## src/rtl/arcade_input.sv

```systemverilog
// Player-input front end for arcade cores: decodes PS/2 keys for two players,
// merges them with two HPS joysticks, and applies autofire and coin stretching.
// Every output comes straight from a register in the clk domain.
module arcade_input #(
  parameter int NUM_BUTTONS   = 2,
  parameter int AUTOFIRE_HALF = 1600000,
  parameter int COIN_PULSE    = 9600000
) (
  input  logic                   clk,
  input  logic                   reset,
  input  logic [10:0]            ps2_key,
  input  logic [5+NUM_BUTTONS:0] joystick_0,
  input  logic [5+NUM_BUTTONS:0] joystick_1,
  input  logic                   share,
  input  logic [NUM_BUTTONS-1:0] autofire_en,
  output logic [3:0]             joy_1,
  output logic [3:0]             joy_2,
  output logic [NUM_BUTTONS-1:0] buttons_1,
  output logic [NUM_BUTTONS-1:0] buttons_2,
  output logic                   start_1,
  output logic                   start_2,
  output logic                   coin_1,
  output logic                   coin_2
);

  // Internal key/raw vectors use the joystick bit layout.
  localparam int W  = 6 + NUM_BUTTONS;
  localparam int FB = 4;                  // first fire bit
  localparam int SB = 4 + NUM_BUTTONS;    // start bit
  localparam int KB = 5 + NUM_BUTTONS;    // coin bit
  localparam int CW = $clog2(AUTOFIRE_HALF + 1);
  localparam int PW = $clog2(COIN_PULSE + 1);
  localparam logic [W-1:0] ONE = {{(W-1){1'b0}}, 1'b1};

  typedef struct packed {
    logic          act;    // autofire was active (enabled and held) last cycle
    logic          btn;    // registered button output
    logic          phase;
    logic [CW-1:0] cnt;
  } af_t;

  typedef enum logic [1:0] {
    C_IDLE  = 2'd0,
    C_PULSE = 2'd1,
    C_WAIT  = 2'd2
  } coin_state_t;

  function automatic logic [W-1:0] bit_mask(input int pos);
    return ONE << pos;
  endfunction

  // Fire keys beyond the configured button count decode to nothing.
  function automatic logic [W-1:0] fire_mask(input int idx);
    logic [W-1:0] m;
    if (idx < NUM_BUTTONS) m = ONE << (FB + idx);
    else                   m = '0;
    return m;
  endfunction

  function automatic logic [W-1:0] p1_map(input logic [7:0] code);
    logic [W-1:0] m;
    case (code)
      8'h75:   m = bit_mask(3);
      8'h72:   m = bit_mask(2);
      8'h6B:   m = bit_mask(1);
      8'h74:   m = bit_mask(0);
      8'h14:   m = fire_mask(0);
      8'h11:   m = fire_mask(1);
      8'h29:   m = fire_mask(2);
      8'h16:   m = bit_mask(SB);
      8'h2E:   m = bit_mask(KB);
      default: m = '0;
    endcase
    return m;
  endfunction

  function automatic logic [W-1:0] p2_map(input logic [7:0] code);
    logic [W-1:0] m;
    case (code)
      8'h2D:   m = bit_mask(3);
      8'h2B:   m = bit_mask(2);
      8'h23:   m = bit_mask(1);
      8'h34:   m = bit_mask(0);
      8'h1C:   m = fire_mask(0);
      8'h1B:   m = fire_mask(1);
      8'h15:   m = fire_mask(2);
      8'h1E:   m = bit_mask(SB);
      8'h36:   m = bit_mask(KB);
      default: m = '0;
    endcase
    return m;
  endfunction

  // One autofire step; a hold that starts (or is newly enabled) begins high.
  function automatic af_t af_next(input logic raw_b, input logic en, input af_t cur);
    af_t           n;
    logic          ph;
    logic [CW-1:0] ct;
    n     = '0;
    n.act = raw_b & en;
    if (raw_b & en) begin
      ph    = cur.act ? cur.phase : 1'b1;
      ct    = cur.act ? cur.cnt : '0;
      n.btn = ph;
      if (ct == CW'(AUTOFIRE_HALF - 1)) begin
        n.phase = ~ph;
        n.cnt   = '0;
      end else begin
        n.phase = ph;
        n.cnt   = ct + CW'(1);
      end
    end else begin
      n.btn = raw_b & ~en;
    end
    return n;
  endfunction

  logic             toggle_r;
  logic [W-1:0]     keys1_r, keys2_r;
  logic [W-1:0]     mask1, mask2;
  logic             key_event;
  logic [1:0][W-1:0] raw;
  af_t              af_r [2][NUM_BUTTONS];
  coin_state_t      coin_st_r [2], coin_st_nxt [2];
  logic [PW-1:0]    coin_cnt_r [2], coin_cnt_nxt [2];
  logic             coin_prev_r [2];
  logic             coin_out_r [2], coin_out_nxt [2];
  logic             unused_ext;

  assign unused_ext = ps2_key[8];

  // Key event detection and scan-code lookup for both players.
  always_comb begin
    key_event = ps2_key[10] != toggle_r;
    mask1     = p1_map(ps2_key[7:0]);
    mask2     = p2_map(ps2_key[7:0]);
  end

  // Key state registers; reset reloads the toggle so no stale event fires.
  always_ff @(posedge clk) begin
    if (reset) begin
      toggle_r <= ps2_key[10];
      keys1_r  <= '0;
      keys2_r  <= '0;
    end else if (key_event) begin
      toggle_r <= ps2_key[10];
      keys1_r  <= ps2_key[9] ? (keys1_r | mask1) : (keys1_r & ~mask1);
      keys2_r  <= ps2_key[9] ? (keys2_r | mask2) : (keys2_r & ~mask2);
    end
  end

  // Merge keyboard and joystick sources, shared or per player.
  always_comb begin
    if (share) begin
      raw[0] = keys1_r | keys2_r | joystick_0 | joystick_1;
      raw[1] = keys1_r | keys2_r | joystick_0 | joystick_1;
    end else begin
      raw[0] = keys1_r | joystick_0;
      raw[1] = keys2_r | joystick_1;
    end
  end

  // Directions and start: one register stage, reordered to {U,D,R,L}.
  always_ff @(posedge clk) begin
    if (reset) begin
      joy_1   <= 4'd0;
      joy_2   <= 4'd0;
      start_1 <= 1'b0;
      start_2 <= 1'b0;
    end else begin
      joy_1   <= {raw[0][3], raw[0][2], raw[0][0], raw[0][1]};
      joy_2   <= {raw[1][3], raw[1][2], raw[1][0], raw[1][1]};
      start_1 <= raw[0][SB];
      start_2 <= raw[1][SB];
    end
  end

  // Autofire state per player per button.
  always_ff @(posedge clk) begin
    for (int p = 0; p < 2; p++) begin
      for (int b = 0; b < NUM_BUTTONS; b++) begin
        if (reset) af_r[p][b] <= '0;
        else       af_r[p][b] <= af_next(raw[p][FB+b], autofire_en[b], af_r[p][b]);
      end
    end
  end

  // Expose the registered autofire outputs.
  always_comb begin
    buttons_1 = '0;
    buttons_2 = '0;
    for (int b = 0; b < NUM_BUTTONS; b++) begin
      buttons_1[b] = af_r[0][b].btn;
      buttons_2[b] = af_r[1][b].btn;
    end
  end

  // Coin stretcher next state: one fixed-length pulse per physical press.
  always_comb begin
    for (int p = 0; p < 2; p++) begin
      coin_st_nxt[p]  = coin_st_r[p];
      coin_cnt_nxt[p] = coin_cnt_r[p];
      coin_out_nxt[p] = 1'b0;
      case (coin_st_r[p])
        C_IDLE: begin
          if (raw[p][KB] && !coin_prev_r[p]) begin
            coin_st_nxt[p]  = C_PULSE;
            coin_cnt_nxt[p] = '0;
            coin_out_nxt[p] = 1'b1;
          end else begin
            coin_st_nxt[p]  = C_IDLE;
          end
        end
        C_PULSE: begin
          if (coin_cnt_r[p] == PW'(COIN_PULSE - 1)) begin
            coin_st_nxt[p]  = raw[p][KB] ? C_WAIT : C_IDLE;
            coin_cnt_nxt[p] = '0;
          end else begin
            coin_cnt_nxt[p] = coin_cnt_r[p] + PW'(1);
            coin_out_nxt[p] = 1'b1;
          end
        end
        C_WAIT: begin
          if (!raw[p][KB]) coin_st_nxt[p] = C_IDLE;
          else             coin_st_nxt[p] = C_WAIT;
        end
        default: begin
          coin_st_nxt[p]  = C_IDLE;
          coin_cnt_nxt[p] = '0;
        end
      endcase
    end
  end

  // Coin stretcher state registers and registered coin outputs.
  always_ff @(posedge clk) begin
    for (int p = 0; p < 2; p++) begin
      if (reset) begin
        coin_st_r[p]   <= C_IDLE;
        coin_cnt_r[p]  <= '0;
        coin_prev_r[p] <= 1'b0;
        coin_out_r[p]  <= 1'b0;
      end else begin
        coin_st_r[p]   <= coin_st_nxt[p];
        coin_cnt_r[p]  <= coin_cnt_nxt[p];
        coin_prev_r[p] <= raw[p][KB];
        coin_out_r[p]  <= coin_out_nxt[p];
      end
    end
  end

  assign coin_1 = coin_out_r[0];
  assign coin_2 = coin_out_r[1];

endmodule

```

## config.mk

```make
export PLATFORM = sky130hd
export DESIGN_NAME = arcade_input
export DESIGN_NICKNAME = d
export VERILOG_FILES = /design/src/rtl/arcade_input.sv
export SDC_FILE = /design/constraint.sdc
export NUM_CORES = 1
export LEC_CHECK = 0
export ABC_AREA = 1
export BUFFER_PORTS_ARGS = -buffer_cell sky130_fd_sc_hd__clkbuf_2
export CAP_MARGIN = 20
export CORE_AREA = 10 10 144 146
export CTS_CLUSTER_SIZE = 20
export DETAILED_ROUTE_END_ITERATION = 10
export DIE_AREA = 0 0 154 156
export GPL_ROUTABILITY_DRIVEN = 0
export PLACE_DENSITY = 0.72
export SLEW_MARGIN = 20
export SYNTH_ARGS = -nofsm -noshare
export SYNTH_HDL_FRONTEND = slang
export SYNTH_SLANG_ARGS = --single-unit
```

## constraint.sdc

```tcl
create_clock -name clk -period 6.62 [get_ports clk]
set_input_delay 0.662 -clock clk [delete_from_list [all_inputs] [get_ports clk]]
set_output_delay 0.662 -clock clk [all_outputs]
set_load 0.005 [all_outputs]
```

=== After elaboration in Yosys (flattened, before gate mapping) ===
Memories as Yosys holds them, arrays and structs flattened.
Index checks and enable logic that the tools add are counted.

* Reduce and logical (&&, ||, !) cells: 7
* Bitwise gates (word level): 37
* Add/sub/neg operators: 6
* Equality and inequality tests: 27
* Multiplexer cells: 70

{| class="wikitable"
|+ Operator list
! kind !! count
|-
| $mux 22 || 12
|-
| $mux 24 || 10
|-
| $pmux 24 s3 || 2
|-
| $pmux 8 s8 || 2
|-
| $add 21x1->21 const B || 4
|-
| $eq 21x21->1 const B || 4
|-
| $mux 21 || 4
|-
| $or 8x8->8 || 7
|-
| $add 24x1->24 const B || 2
|-
| $eq 24x24->1 const B || 2
|-
| $eq 8x5->1 const B || 6
|-
| $eq 8x6->1 const B || 6
|-
| $eq 8x7->1 const B || 4
|-
| $mux 1 || 27
|-
| $and 8x8->8 || 2
|-
| $mux 16 || 1
|-
| $mux 8 || 2
|-
| $not 8->8 || 2
|-
| $mux 2 || 6
|-
| $or 1x1->1 || 12
|-
| $pmux 2 s3 || 2
|-
| $and 1x1->1 || 8
|-
| $not 1->1 || 6
|-
| $eq 2x1->1 const B || 2
|-
| 7 further kinds || 12
|}

* Memories: 5
* Input port bits: 32
* Bits in registers: 27
* RAM bits: 152
* Word-level logic and storage cells: 159

{| class="wikitable"
|+ Memory list
! memory !! depth !! bits a word !! read ports !! clocked after Yosys merged registers in !! write ports !! line !! source
|-
| af_r || 2 || 48 || 2 || 0 || 2 || 123 || <nowiki>af_t af_r [2][NUM_BUTTONS];</nowiki>
|-
| coin_cnt_r || 2 || 24 || 2 || 0 || 2 || 125 || <nowiki>logic [PW-1:0] coin_cnt_r [2], coin_cnt_nxt [2];</nowiki>
|-
| coin_st_r || 2 || 2 || 2 || 0 || 2 || 124 || <nowiki>coin_state_t coin_st_r [2], coin_st_nxt [2];</nowiki>
|-
| coin_out_r || 2 || 1 || 2 || 0 || 2 || 127 || <nowiki>logic coin_out_r [2], coin_out_nxt [2];</nowiki>
|-
| coin_prev_r || 2 || 1 || 2 || 0 || 2 || 126 || <nowiki>logic coin_prev_r [2];</nowiki>
|}

=== Logic depth before layout (Yosys ltp) ===
Gate-level depths: netlist of run 1.

* Depth in word-level cells: 8
* Mapped depth: 15
* Mapped depth without buffers: 12

=== Least setup slack after synthesis of run 1 ===
Ideal clock, no wire load.

* Kind: register to register
* Start: mem af_r[0][23] in the netlist's numbering
* End: mem af_r[0][18] in the netlist's numbering
* Buffers on the path: 4
* Cell stages (with the launch flop): 15
* Arrival: 2.085 ns
* Slack: 4.418 ns
* Path through: dfxtp_1 -> buf_6 -> buf_6 -> clkbuf_1 -> nand2_1 -> inv_1 -> ha_1 -> nand2_1 -> nor2_2 -> nand3_2 -> clkinv_2 -> nand3_2 -> nand2_4 -> buf_6 -> a21oi_1

{| class="wikitable"
|+ RTL lines
! element !! line
|-
| start: declaration || 123
|}

==> summary.md, run 1 <==
| Metric | Value |
|---|---|
| DP Wirelength | about 16000 um |
| Number of global-route vias before repair | between 8000 and 9000 |
| Portion of the post-synthesis area used by sequential elements | between 30 and 40% |
| Setup slack after placement | 3.60 ns |
| Antenna violations before repair | 3 |
| Largest family of logic cells by synthesized area | simple AND/OR/NAND/NOR gates |
| Register Area | 3590 um2 |
| Fraction of final layout cells sized beyond drive strength 1 | 11.4% |
| Peak supply drop | roughly 220 uV |
| Post-CTS Setup Repair Bufs | 0 |
| Path type of the worst min-delay path | primary input to flop |
| Global-route usage over all layers | 17.8% |
| Count of warnings emitted by yosys | 0 |
| Layout filler cell count | 1682 |
| Worst Tran Pin Value | 1.03 ns |
| Flop and latch count out of synthesis | about 180 |
| Total power per unit cell area | approximately 230 nW/um2 |
| Number of instances in the placed design | 1715 |
| Final-report max-slew violation count | 0 |
| Proportion of register bits with asynchronous set or reset after synthesis | 0% |
| Final worst path period need | 2.59 ns |
| Initial core utilization | 54.5% |
| Worst Setup End Kind | flop |
| Crit path launch type | flop |
| Setup repair after global routing missed its margin | no |
| Highest Clock Rate | 0.386 GHz |
| DIE HEIGHT | 156 um |
| Violation count after the first detailed-route iteration | about 510 |
| Area growth from synthesis to layout | 9.05% |
| Non-Filler Cell Area, Final | 10600 um2 |
| Distinct cell type count of the synthesized netlist | between 40 and 50 |
| Post-Synthesis Cells | roughly 1500 |
| Hold bufs inserted after CTS | 0 |
| Average vias per placed instance | 5.14 |
| Count of maximum capacitance violations | 0 |
| First-pass iteration count of the detailed router | 6 |
| Number of CTS-inserted buffers | 17 |
| Avg WL per Cell | 12.1 um |
| Placeable core region | 17800 um2 |
| Horizontal die dimension | between 150 and 200 um |
| DR DRC count | 0 |
| Required time at the endpoint of the critical path | 6.96 ns |
| Cell at the root of the clock tree | clkbuf_16 |
| Final Util | 59.5% |
| Fraction of the mapped netlist area in compound gates | slightly above 8% |
| Max-slew headroom at the worst pin | 31.3% |
| Nets | 1551 |
| Area of placed instances | 10000 um2 |
| Number of cell rows | 49 |
| Final setup slack of the worst path | slightly above 4 ns |
| Number of levels the H-tree was split into | 4 |
| Wire length of the first global-routing pass | 36500 um |
| Post-Synthesis Mean Instance Area | 6.61 um2 |
| Post-route clock skew | around 0.0096 ns |
| Clk buf depth | 2 |
| Period utilization | 39.1% |
| # IOs | 48 |
| Register clock-pin slew on the reported worst setup and hold paths | 0.07 ns |
| Mapped Area | 9730 um2 |
| Post-detailed-route count of antenna-violating nets | 0 |
| CTS sink count | 179 |
| Worst-path maximum fanout | 26 |
| Crit path DAT | 2.93 ns |
| Hold WS | 0.426 ns |
| Source-to-sink clock delay at the later pin of the worst-skew pair | 0.45 ns |
| Xor-xnor portion of the synthesized cell area | 1.35% |
| Cell leakage power | 4.07 nW |
| Power consumption | 2.47 mW |
| Most instantiated flip-flop cell in the synthesis netlist | dfxtp_1 |
| Number of synthesized flops with an enable pin | 1 |
| Clock tree from TritonCTS | yes |
| GR Overflow Total | 0 |
| Non-Filler Instances | between 1500 and 2000 |
| Buffers added on ports | between 40 and 50 |
| Mux cell area share after synthesis | 0% |
| Pin count of the biggest net entering global routing | 31 |
| Final hold viol count | 0 |
| Sum of negative setup slack | 0 ns |
| Crit Path Category | flop to flop |
| Routed wire length | 21200 um |
| Basic-gate share of the synthesized area counting and, or, nand and nor cells | roughly 42% |
| Area used by multi-input combinational logic | approximately 5200 um2 |
| Die area | around 24000 um2 |
| Number of setup violations in the final report | 0 |
| Post-cts resize count | 0 |
| Outcome | finished clean |
| Via count | 8988 |
| Mapped Nets | between 1500 and 2000 |
| Synth Area in Adders | between 1.5 and 2% |
-- sequential cells by signal, summed over array words and instances, names as in the netlist, named ones only --
name,cells
start_1,1
coin_st_r,4
coin_cnt_r,48
af_r,96
start_2,1
coin_out_r,2
coin_prev_r,2
joy_1,4
joy_2,4
toggle_r,1
-- placed cells by master (no fill, tap or decap), types with 3 or more instances in the layout --
cell type	synthesis	layout
nand2_1	341	341
nor2_1	245	245
dfxtp_1	178	178
inv_1	177	177
nand3_1	126	126
a21oi_1	85	85
clkbuf_2	0	46
nand4_1	44	44
nor3_1	40	40
o21ai_0	38	38
nor2_2	25	25
nand2_2	19	19
clkbuf_16	0	17
ha_1	14	14
xor2_1	13	13
inv_2	11	11
o21ai_1	7	7
nand3b_1	7	7
nand2_4	6	6
nand3_2	6	6
nor2_4	6	6
or2_2	5	5
o41ai_1	5	5
nor3_2	5	5
inv_6	0	5
inv_8	0	4
buf_4	7	4
nor4_1	3	3
o211ai_1	3	3
-- final timing paths --
kind | slack [ns] | to | cells after the start | from
worst min-delay path | 0.43 | toggle_r | 1 | ps2_key[10]
worst max-delay path | 4.03 | af_r[0][37] | 12 | af_r[0][47]
worst max register to register | 4.03 | af_r[0][37] | 12 | af_r[0][47]
worst min register to register | 0.47 | flop | 2 | flop
-- area by class of cell --
cell class / instances / share of cell area (%)
clock buffers: 17 / 4.01
repair buffers: 50 / 2.45
inverters: 190 / 6.73
flip-flops and latches: 179 / 33.9
clock inverters: 15 / 1.54
diodes: 2 / 0.0472
well taps: 229 / 2.70
multi-input cells: 1067 / 48.6
-- cells by family after synthesis --
family          count (synthesis)
simple gates                  889
buf+inv                       225
flops                         179
compound gates                149
xor+xnor                       15
fa+ha+maj                      14
-- per-layer routing --
| layer | wire length, um | global-route usage [%] | share of wire (%) | up-vias |
|---|---|---|---|---|
| li1 | - | - | - | 4782 |
| met1 | 9770 | 21.0 | 46 | 4016 |
| met2 | 10100 | 30.5 | 48 | 157 |
| met3 | 985 | 5.02 | 4.6 | 31 |
| met4 | 327 | 5.67 | 1.5 | 2 |
| met5 | 13 | 0 | 0.061 | - |
-- synthesized netlist by cell type, drive strengths merged, types with 4 or more instances --
library cell,n,area [um2]
nand2,366,1470
nor2,278,1180
inv,188,706
dfxtp,178,3560
nand3,132,691
a21oi,86,442
nor3,45,250
o21ai,45,225
nand4,44,275
buf,29,238
ha,14,175
xor2,13,114
nand3b,7,52.6
clkbuf,6,22.5
or2,6,37.5
o41ai,5,43.8
nor4,4,31.3
-- report_power, final --
| part | switching [mW] | leakage [nW] | total (mW) | internal [mW] |
|---|---|---|---|---|
| Sequential | 0.0218 | 1.45 | 1.13 | 1.11 |
| Clock | 0.482 | 0.294 | 1.02 | 0.538 |
| Combinational | 0.233 | 2.32 | 0.322 | 0.0891 |
| Total | 0.737 | 4.07 | 2.47 | 1.74 |
-- worst max-delay path, cell delays in order, from the launching register on --
cell     delay, ns
dfxtp_1       0.93
nand2_1       0.12
inv_1         0.11
ha_1          0.19
nand2_1       0.09
nor2_2        0.20
nand2_1       0.16
nor2_2        0.14
nand3_2       0.11
nand2_4       0.20
inv_2         0.10
o21ai_1       0.09
inv_1         0.05
(Power assumes the default switching activity.)
==> run 2, diff against run 1 <==
--- a/config.mk
+++ b/config.mk
@@ -13,7 +13,7 @@
 export DETAILED_ROUTE_END_ITERATION = 10
 export DIE_AREA = 0 0 154 156
 export GPL_ROUTABILITY_DRIVEN = 0
-export PLACE_DENSITY = 0.72
+export PLACE_DENSITY = 0.75
 export SLEW_MARGIN = 20
 export SYNTH_ARGS = -nofsm -noshare
 export SYNTH_HDL_FRONTEND = slang
==> constraint.sdc (replaced) <==
create_clock -name clk -period 2.2 [get_ports clk]
set_input_delay 0.22 -clock clk [delete_from_list [all_inputs] [get_ports clk]]
set_output_delay 0.22 -clock clk [all_outputs]
set_load 0.005 [all_outputs]
==> run 2 against run 1 <==
  * Non-clock buffer count grew 19
  * Critical path type unchanged
  * Maximum frequency is 32% higher
  * Clock power rose to 2.9 times the previous value
==> summary.md, run 2 (synthesis results as in run 1) <==
| Metric | Value |
|---|---|
| Outcome | finished clean (unchanged) |
| Total power per unit cell area | 689 nW/um2 (was 233 nW/um2) |
| CTS sink count | 179 (unchanged) |
| Setup slack after placement | 0.158 ns (was 3.60 ns) |
| Buffers and inverters on the worst path | 2 (was 3) |
| Post-route clock skew | 0.00694 ns (was 0.00959 ns) |
| Global routing usage on met1 | 22.3% (was 21.0%) |
| Final hold viol count | 0 (unchanged) |
| Worst-path maximum fanout | 16 (was 26) |
| DR DRC count | 0 (unchanged) |
| Via count | 9123 (was 8988) |
| Fraction of final layout cells sized beyond drive strength 1 | 12.3% (was 11.4%) |
| Number of global-route vias before repair | 8390 (was 8203) |
| Post-detailed-route count of antenna-violating nets | 0 (unchanged) |
| End point of the most critical hold path | joy_1[1] (was toggle_r) |
| Highest Clock Rate | 0.509 GHz (was 0.386 GHz) |
| End of the worst register-to-register path | af_r[0][20] (was af_r[0][37]) |
| Met2 usage | 30.4% (was 30.5%) |
| Avg WL per Cell | 12.4 um (was 12.1 um) |
| Clock tree from TritonCTS | yes (unchanged) |
| # IOs | 48 (unchanged) |
| Die area | 24000 um2 (unchanged) |
| Wire length of the first global-routing pass | 37500 um (was 36500 um) |
| Worst r2r path cells | 9 (was 12) |
| Placeable core region | 17800 um2 (unchanged) |
| Worst Hold Depth | 3 (was 1) |
| Pin count of the biggest net entering global routing | 25 (was 31) |
| Worst Setup End Kind | flop (unchanged) |
| Antenna violations before repair | 2 (was 3) |
| Start point of the worst hold path | joystick_0[0] (was ps2_key[10]) |
| Nets | 1570 (was 1551) |
| Met3 usage in global routing | 4.96% (was 5.02%) |
| Final setup slack of the worst path | 0.237 ns (was 4.03 ns) |
| Number of CTS-inserted buffers | 17 (unchanged) |
| Crit Path Category | flop to flop (unchanged) |
| Initial core utilization | 54.5% (unchanged) |
| Average vias per placed instance | 5.17 (was 5.14) |
| Setup slack on the worst flop-to-flop path | 0.24 ns (was 4.03 ns) |
| Horizontal die dimension | 154 um (unchanged) |
| Buffers added on ports | 46 (unchanged) |
| Non-Filler Instances | 1765 (was 1749) |
| Area growth from synthesis to layout | 10.4% (was 9.05%) |
| GR Overflow Total | 0 (unchanged) |
| DP Wirelength | 16300 um (was 15600 um) |
| Cell at the root of the clock tree | clkbuf_16 (unchanged) |
| DIE HEIGHT | 156 um (unchanged) |
| Number of cell rows | 49 (unchanged) |
| Biggest cell delay along the critical path | 0.42 ns (was 0.93 ns) |
| Setup repair after global routing missed its margin | no (unchanged) |
| Commonest non-fill, non-tap cell in the layout | nand2_1 (unchanged) |
| Registers with the most flip-flops | af_r: 96 flops, coin_cnt_r: 48 flops (unchanged) |
| Reg with most FFs | af_r (unchanged) |
| Number of instances in the placed design | 1733 (was 1715) |
| Max-slew headroom at the worst pin | 64.4% (was 31.3%) |
| Cell leakage power | 4.15 nW (was 4.07 nW) |
| Power consumption | 7.40 mW (was 2.47 mW) |
| Global-route usage over all layers | 18.2% (was 17.8%) |
| Final worst path period need | 1.96 ns (was 2.59 ns) |
| Period utilization | 89.2% (was 39.1%) |
| Peak supply drop | 562 uV (was 223 uV) |
| Highest-count cells in the layout ignoring fill and taps | nand2_1, nor2_1, inv_1, dfxtp_1, nand3_1 (was nand2_1, nor2_1, dfxtp_1, inv_1, nand3_1) |
| Count of maximum capacitance violations | 0 (unchanged) |
| Clk buf depth | 2 (unchanged) |
| Final-report max-slew violation count | 0 (unchanged) |
| Layer carrying the most global-route usage | met2 (unchanged) |
| Source of the worst register-to-register timing path | af_r[0][23] (was af_r[0][47]) |
| Source-to-sink clock delay at the later pin of the worst-skew pair | 0.43 ns (was 0.45 ns) |
| Crit path launch type | flop (unchanged) |
| Path type of the worst min-delay path | primary input to flop (unchanged) |
| Required time at the endpoint of the critical path | 2.51 ns (was 6.96 ns) |
| Register clock-pin slew on the reported worst setup and hold paths | 0.06 ns (was 0.07 ns) |
| Number of levels the H-tree was split into | 4 (unchanged) |
| Cell family with the largest share of critical-path delay | simple AND/OR/NAND/NOR gates (unchanged) |
| Ordered cell list for the critical path | buf_4, buf_4, nand2_1, nor2_2, nand2_1, nor2_1, nand3_1, nand3_1, a21oi_1 (was nand2_1, inv_1, ha_1, nand2_1, nor2_2, nand2_1, nor2_2, nand3_2, nand2_4, inv_2, o21ai_1, inv_1) |
| Worst Tran Pin Value | 0.529 ns (was 1.03 ns) |
| Crit path DAT | 2.28 ns (was 2.93 ns) |
| Routed wire length | 21800 um (was 21200 um) |
| Post-CTS Setup Repair Bufs | 0 (unchanged) |
| Crit path max-delay cell type | dfxtp_1 (unchanged) |
| Sum of negative setup slack | 0 ns (unchanged) |
| Number of setup violations in the final report | 0 (unchanged) |
| Violation count after the first detailed-route iteration | 491 (was 508) |
| Flip-flop count of the largest register, all copies and words added | 96 (unchanged) |
| First-pass iteration count of the detailed router | 5 (was 6) |
==> run 2: cell count changes in the layout (fill, tap and decap cells not counted), moves of 2 or more <==
cell        delta
buf_4         +17
clkinv_2       +5
inv_6          -5
inv_8          -4
clkinvlp_4     +2
==> run 2: area by class of cell <==
type,count,area [um2]
timing repair buffer,69,418
inverter,190,714
multi-input combinational,1067,5160
clock buffer,19,443
tap,229,287
clock inverter,11,114
antenna,1,2.50
fill,1634,7100
sequential,179,3590
==> run 2: timing repair <==
action | in CTS | in global routing
hold buffers | 1 | 0
endpoints found under the hold margin | 1 | 0
resized for setup | 0 | 2
setup endpoints to repair | 0 | 22
==> run 2: how the worst max path moves through the flow <==
stage	from	endpoint	slack, ns	cells after the start
CTS	af_r[0][47]	af_r[0][37]	0.13	11
global placement	af_r[1][47]	af_r[1][40]	0.19	10
detailed placement	af_r[1][47]	af_r[1][36]	0.16	10
floorplan	af_r[0][23]	af_r[0][14]	0.11	14
global route	af_r[1][47]	af_r[1][30]	0.006	10
finish	af_r[0][23]	af_r[0][20]	0.24	9
==> run 2: per-stage QoR <==
step	util [%]	cell area [um2]	hold slack (ns)
after floorplan	-	9730	0.298
after global placement	57.0	10200	0.428
after detailed placement	57.0	10200	0.429
after CTS	60.1	10700	0.0180
after global routing	60.2	10700	0.0329
final	60.2	10700	0.0309
==> run 2: power by group <==
part / switching (mW) / internal (mW) / leakage, nW / total [mW]
combinational: 0.723 / 0.315 / 2.43 / 1.04
sequential: 0.0668 / 3.34 / 1.45 / 3.40
clock: 1.28 / 1.68 / 0.274 / 2.96
==> run 2: layer usage <==
metal,part of all wire (%),vias up
li1,-,4813
met1,45,4073
met2,47,197
met3,5.4,38
met4,2.1,2
met5,0.060,-
==> run 2: worst min-delay path: stages <==
cell and delay [ns]:
clkbuf_2 0.09, nor3_1 0.04, nor2_1 0.08
==> run 3, diff against run 2 <==
==> config.mk (replaced) <==
export PLATFORM = sky130hd
export DESIGN_NAME = arcade_input
export DESIGN_NICKNAME = d
export VERILOG_FILES = /design/src/rtl/arcade_input.sv
export SDC_FILE = /design/constraint.sdc
export NUM_CORES = 1
export LEC_CHECK = 0
export ABC_AREA = 1
export CAP_MARGIN = 20
export CORE_AREA = 2 2 136 138
export CTS_CLUSTER_SIZE = 20
export DETAILED_ROUTE_END_ITERATION = 10
export DIE_AREA = 0 0 138 140
export DONT_BUFFER_PORTS = 1
export GPL_ROUTABILITY_DRIVEN = 0
export PLACE_DENSITY = 0.73
export SLEW_MARGIN = 20
export SYNTH_ARGS = -nofsm -noshare
export SYNTH_HDL_FRONTEND = slang
export SYNTH_SLANG_ARGS = --single-unit
==> constraint.sdc (replaced) <==
create_clock -name clk -period 2.2 [get_ports clk]
set_input_delay 0.11 -clock clk [delete_from_list [all_inputs] [get_ports clk]]
set_output_delay 0.11 -clock clk [all_outputs]
set_load 0.005 [all_outputs]
==> run 3 against run 2 <==
  * Maximum frequency fell by 0.49%
  * Cell count fell by 0.91%
  * Hold slack got worse by 0.023 ns
  * Final area rose by 1.6%
  * Global-route usage rose by 5.1 points
  * Die area fell by 20%
  * Clock-buffer cell count did not move
  * Register-to-register slack barely moved
  * Sequential share of layout area fell by 0.54 points
  * Largest cell class unchanged
==> summary.md, run 3 (synthesis results as in run 1) <==
| Metric | Value |
|---|---|
| Reg with most FFs | af_r (unchanged) |
| Cell at the root of the clock tree | clkbuf_16 (unchanged) |
| Wire length of the first global-routing pass | 38300 um (was 37500 um) |
| # IOs | 48 (unchanged) |
| Crit path launch type | flop (unchanged) |
| DR DRC count | 0 (unchanged) |
| Post-detailed-route count of antenna-violating nets | 0 (unchanged) |
| Final worst path period need | 1.97 ns (was 1.96 ns) |
| Registers with the most flip-flops | af_r: 96 flops, coin_cnt_r: 48 flops (unchanged) |
| DP Wirelength | 16200 um (was 16300 um) |
| Avg WL per Cell | 12.9 um (was 12.4 um) |
| CTS sink count | 179 (unchanged) |
| Number of levels the H-tree was split into | 4 (unchanged) |
| Final hold viol count | 0 (unchanged) |
| Layout filler cell count | 1635 (was 1634) |
| Number of global-route vias before repair | 8554 (was 8390) |
| Number of CTS-inserted buffers | 17 (unchanged) |
| Count of maximum capacitance violations | 0 (unchanged) |
| Setup repair after global routing missed its margin | no (unchanged) |
| Buffers added on ports | 0 (was 46) |
| Fraction of final layout cells sized beyond drive strength 1 | 9.28% (was 12.3%) |
| Highest-count cells in the layout ignoring fill and taps | nand2_1, nor2_1, dfxtp_1, inv_1, nand3_1 (was nand2_1, nor2_1, inv_1, dfxtp_1, nand3_1) |
| Hold WS | 0.00761 ns (was 0.0309 ns) |
| Worst Setup End Kind | flop (unchanged) |
| Register clock-pin slew on the reported worst setup and hold paths | 0.07 ns (was 0.06 ns) |
| Pin count of the biggest net entering global routing | 27 (was 25) |
| Flip-flop count of the largest register, all copies and words added | 96 (unchanged) |
| Commonest non-fill, non-tap cell in the layout | nand2_1 (unchanged) |
| Sum of negative setup slack | 0 ns (unchanged) |
| Violation count after the first detailed-route iteration | 401 (was 491) |
| Max-slew headroom at the worst pin | 50.6% (was 64.4%) |
| Number of setup violations in the final report | 0 (unchanged) |
| Routed wire length | 22500 um (was 21800 um) |
| Average vias per placed instance | 5.28 (was 5.17) |
| Source-to-sink clock delay at the later pin of the worst-skew pair | 0.44 ns (was 0.43 ns) |
| Highest Clock Rate | 0.507 GHz (was 0.509 GHz) |
| Worst Tran Pin Value | 0.734 ns (was 0.529 ns) |
| Total power per unit cell area | 711 nW/um2 (was 689 nW/um2) |
| Required time at the endpoint of the critical path | 2.52 ns (was 2.51 ns) |
| Period utilization | 89.7% (was 89.2%) |
| Antenna violations before repair | 0 (was 2) |
| Clock tree from TritonCTS | yes (unchanged) |
| Cell leakage power | 4.12 nW (was 4.15 nW) |
| Global-route usage over all layers | 23.4% (was 18.2%) |
| First-pass iteration count of the detailed router | 5 (unchanged) |
| DIE HEIGHT | 140 um (was 156 um) |
| GR Overflow Total | 0 (unchanged) |
| Worst-path maximum fanout | 13 (was 16) |
| Placeable core region | 17800 um2 (about the same) |
| Number of cell rows | 49 (unchanged) |
| Clk buf depth | 2 (unchanged) |
| Area growth from synthesis to layout | 12.2% (was 10.4%) |
| Crit path DAT | 2.30 ns (was 2.28 ns) |
| Final-report max-slew violation count | 0 (unchanged) |
| Path type of the worst min-delay path | primary input to flop (unchanged) |
| Peak supply drop | 642 uV (was 562 uV) |
| Via count | 9239 (was 9123) |
| Die area | 19300 um2 (was 24000 um2) |
| Outcome | finished clean (unchanged) |
| Initial core utilization | 54.7% (was 54.5%) |
| Nets | 1553 (was 1570) |
| Number of antenna cells inserted | 0 (was 1) |
| Crit Path Category | flop to flop (unchanged) |
| Horizontal die dimension | 138 um (was 154 um) |
| Post-route clock skew | 0.00923 ns (was 0.00694 ns) |
-- run 3: power by group --
part           internal [mW]  total [mW]  switching, mW
Clock                   1.96        3.31           1.35
Sequential              3.34        3.41         0.0771
Combinational          0.329        1.04          0.708
-- run 3: metrics by stage --
step	std cells	total power [mW]	area, um2	worst slack [ns]	utilization (%)
3_3_place_gp	1684	4.42	9930	0.196	55.9
2_1_floorplan	1471	4.24	9730	0.106	-
4_1_cts	1749	7.80	10900	0.150	61.3
6_report	1749	7.76	10900	0.227	61.4
5_1_grt	1749	8.06	10900	0.0233	61.4
3_5_place_dp	1684	4.44	9930	0.148	55.9
-- run 3: path summary, 6_finish.rpt --
path	start	end	slack, ns	depth (start not counted)
max	af_r[0][23]	af_r[0][9]	0.23	11
min	ps2_key[0]	flop	0.008	4
max reg2reg	af_r[0][23]	af_r[0][9]	0.23	11
min reg2reg	flop	flop	0.47	2
-- run 3: worst max-delay path, cell delays in order (launching register included) --
cell and delay, ns:
dfxtp_1 0.49, nand2_4 0.11, inv_1 0.13, ha_1 0.25, nand2_1 0.09, nor2_2 0.12, nand3_2 0.09, clkinv_2 0.12
nand3_2 0.10, nand2_4 0.14, buf_12 0.15, a21oi_1 0.05
-- run 3: area by class of cell --
type / instances / area [um2] / area share, %
Timing Repair Buffer: 52 / 510 / 4.68
Tap cell: 229 / 287 / 2.63
Inverter: 190 / 714 / 6.55
Clock inverter: 13 / 198 / 1.81
Sequential cell: 179 / 3590 / 32.9
Multi-Input combinational cell: 1067 / 5160 / 47.3
Clock buffer: 19 / 443 / 4.06
-- run 3: what timing repair did --
item,4_1_cts,5_1_grt
setup endpoints to repair,0,21
endpoints found under the hold margin,47,0
hold buffers,33,0
setup buffers,0,0
resized for setup,0,1
-- run 3: metal layers --
layer,global-route usage (%),share of wire (%)
met3,5.50,5.1
met5,0,0
met2,41.0,48
met4,7.20,1.8
met1,28.5,45
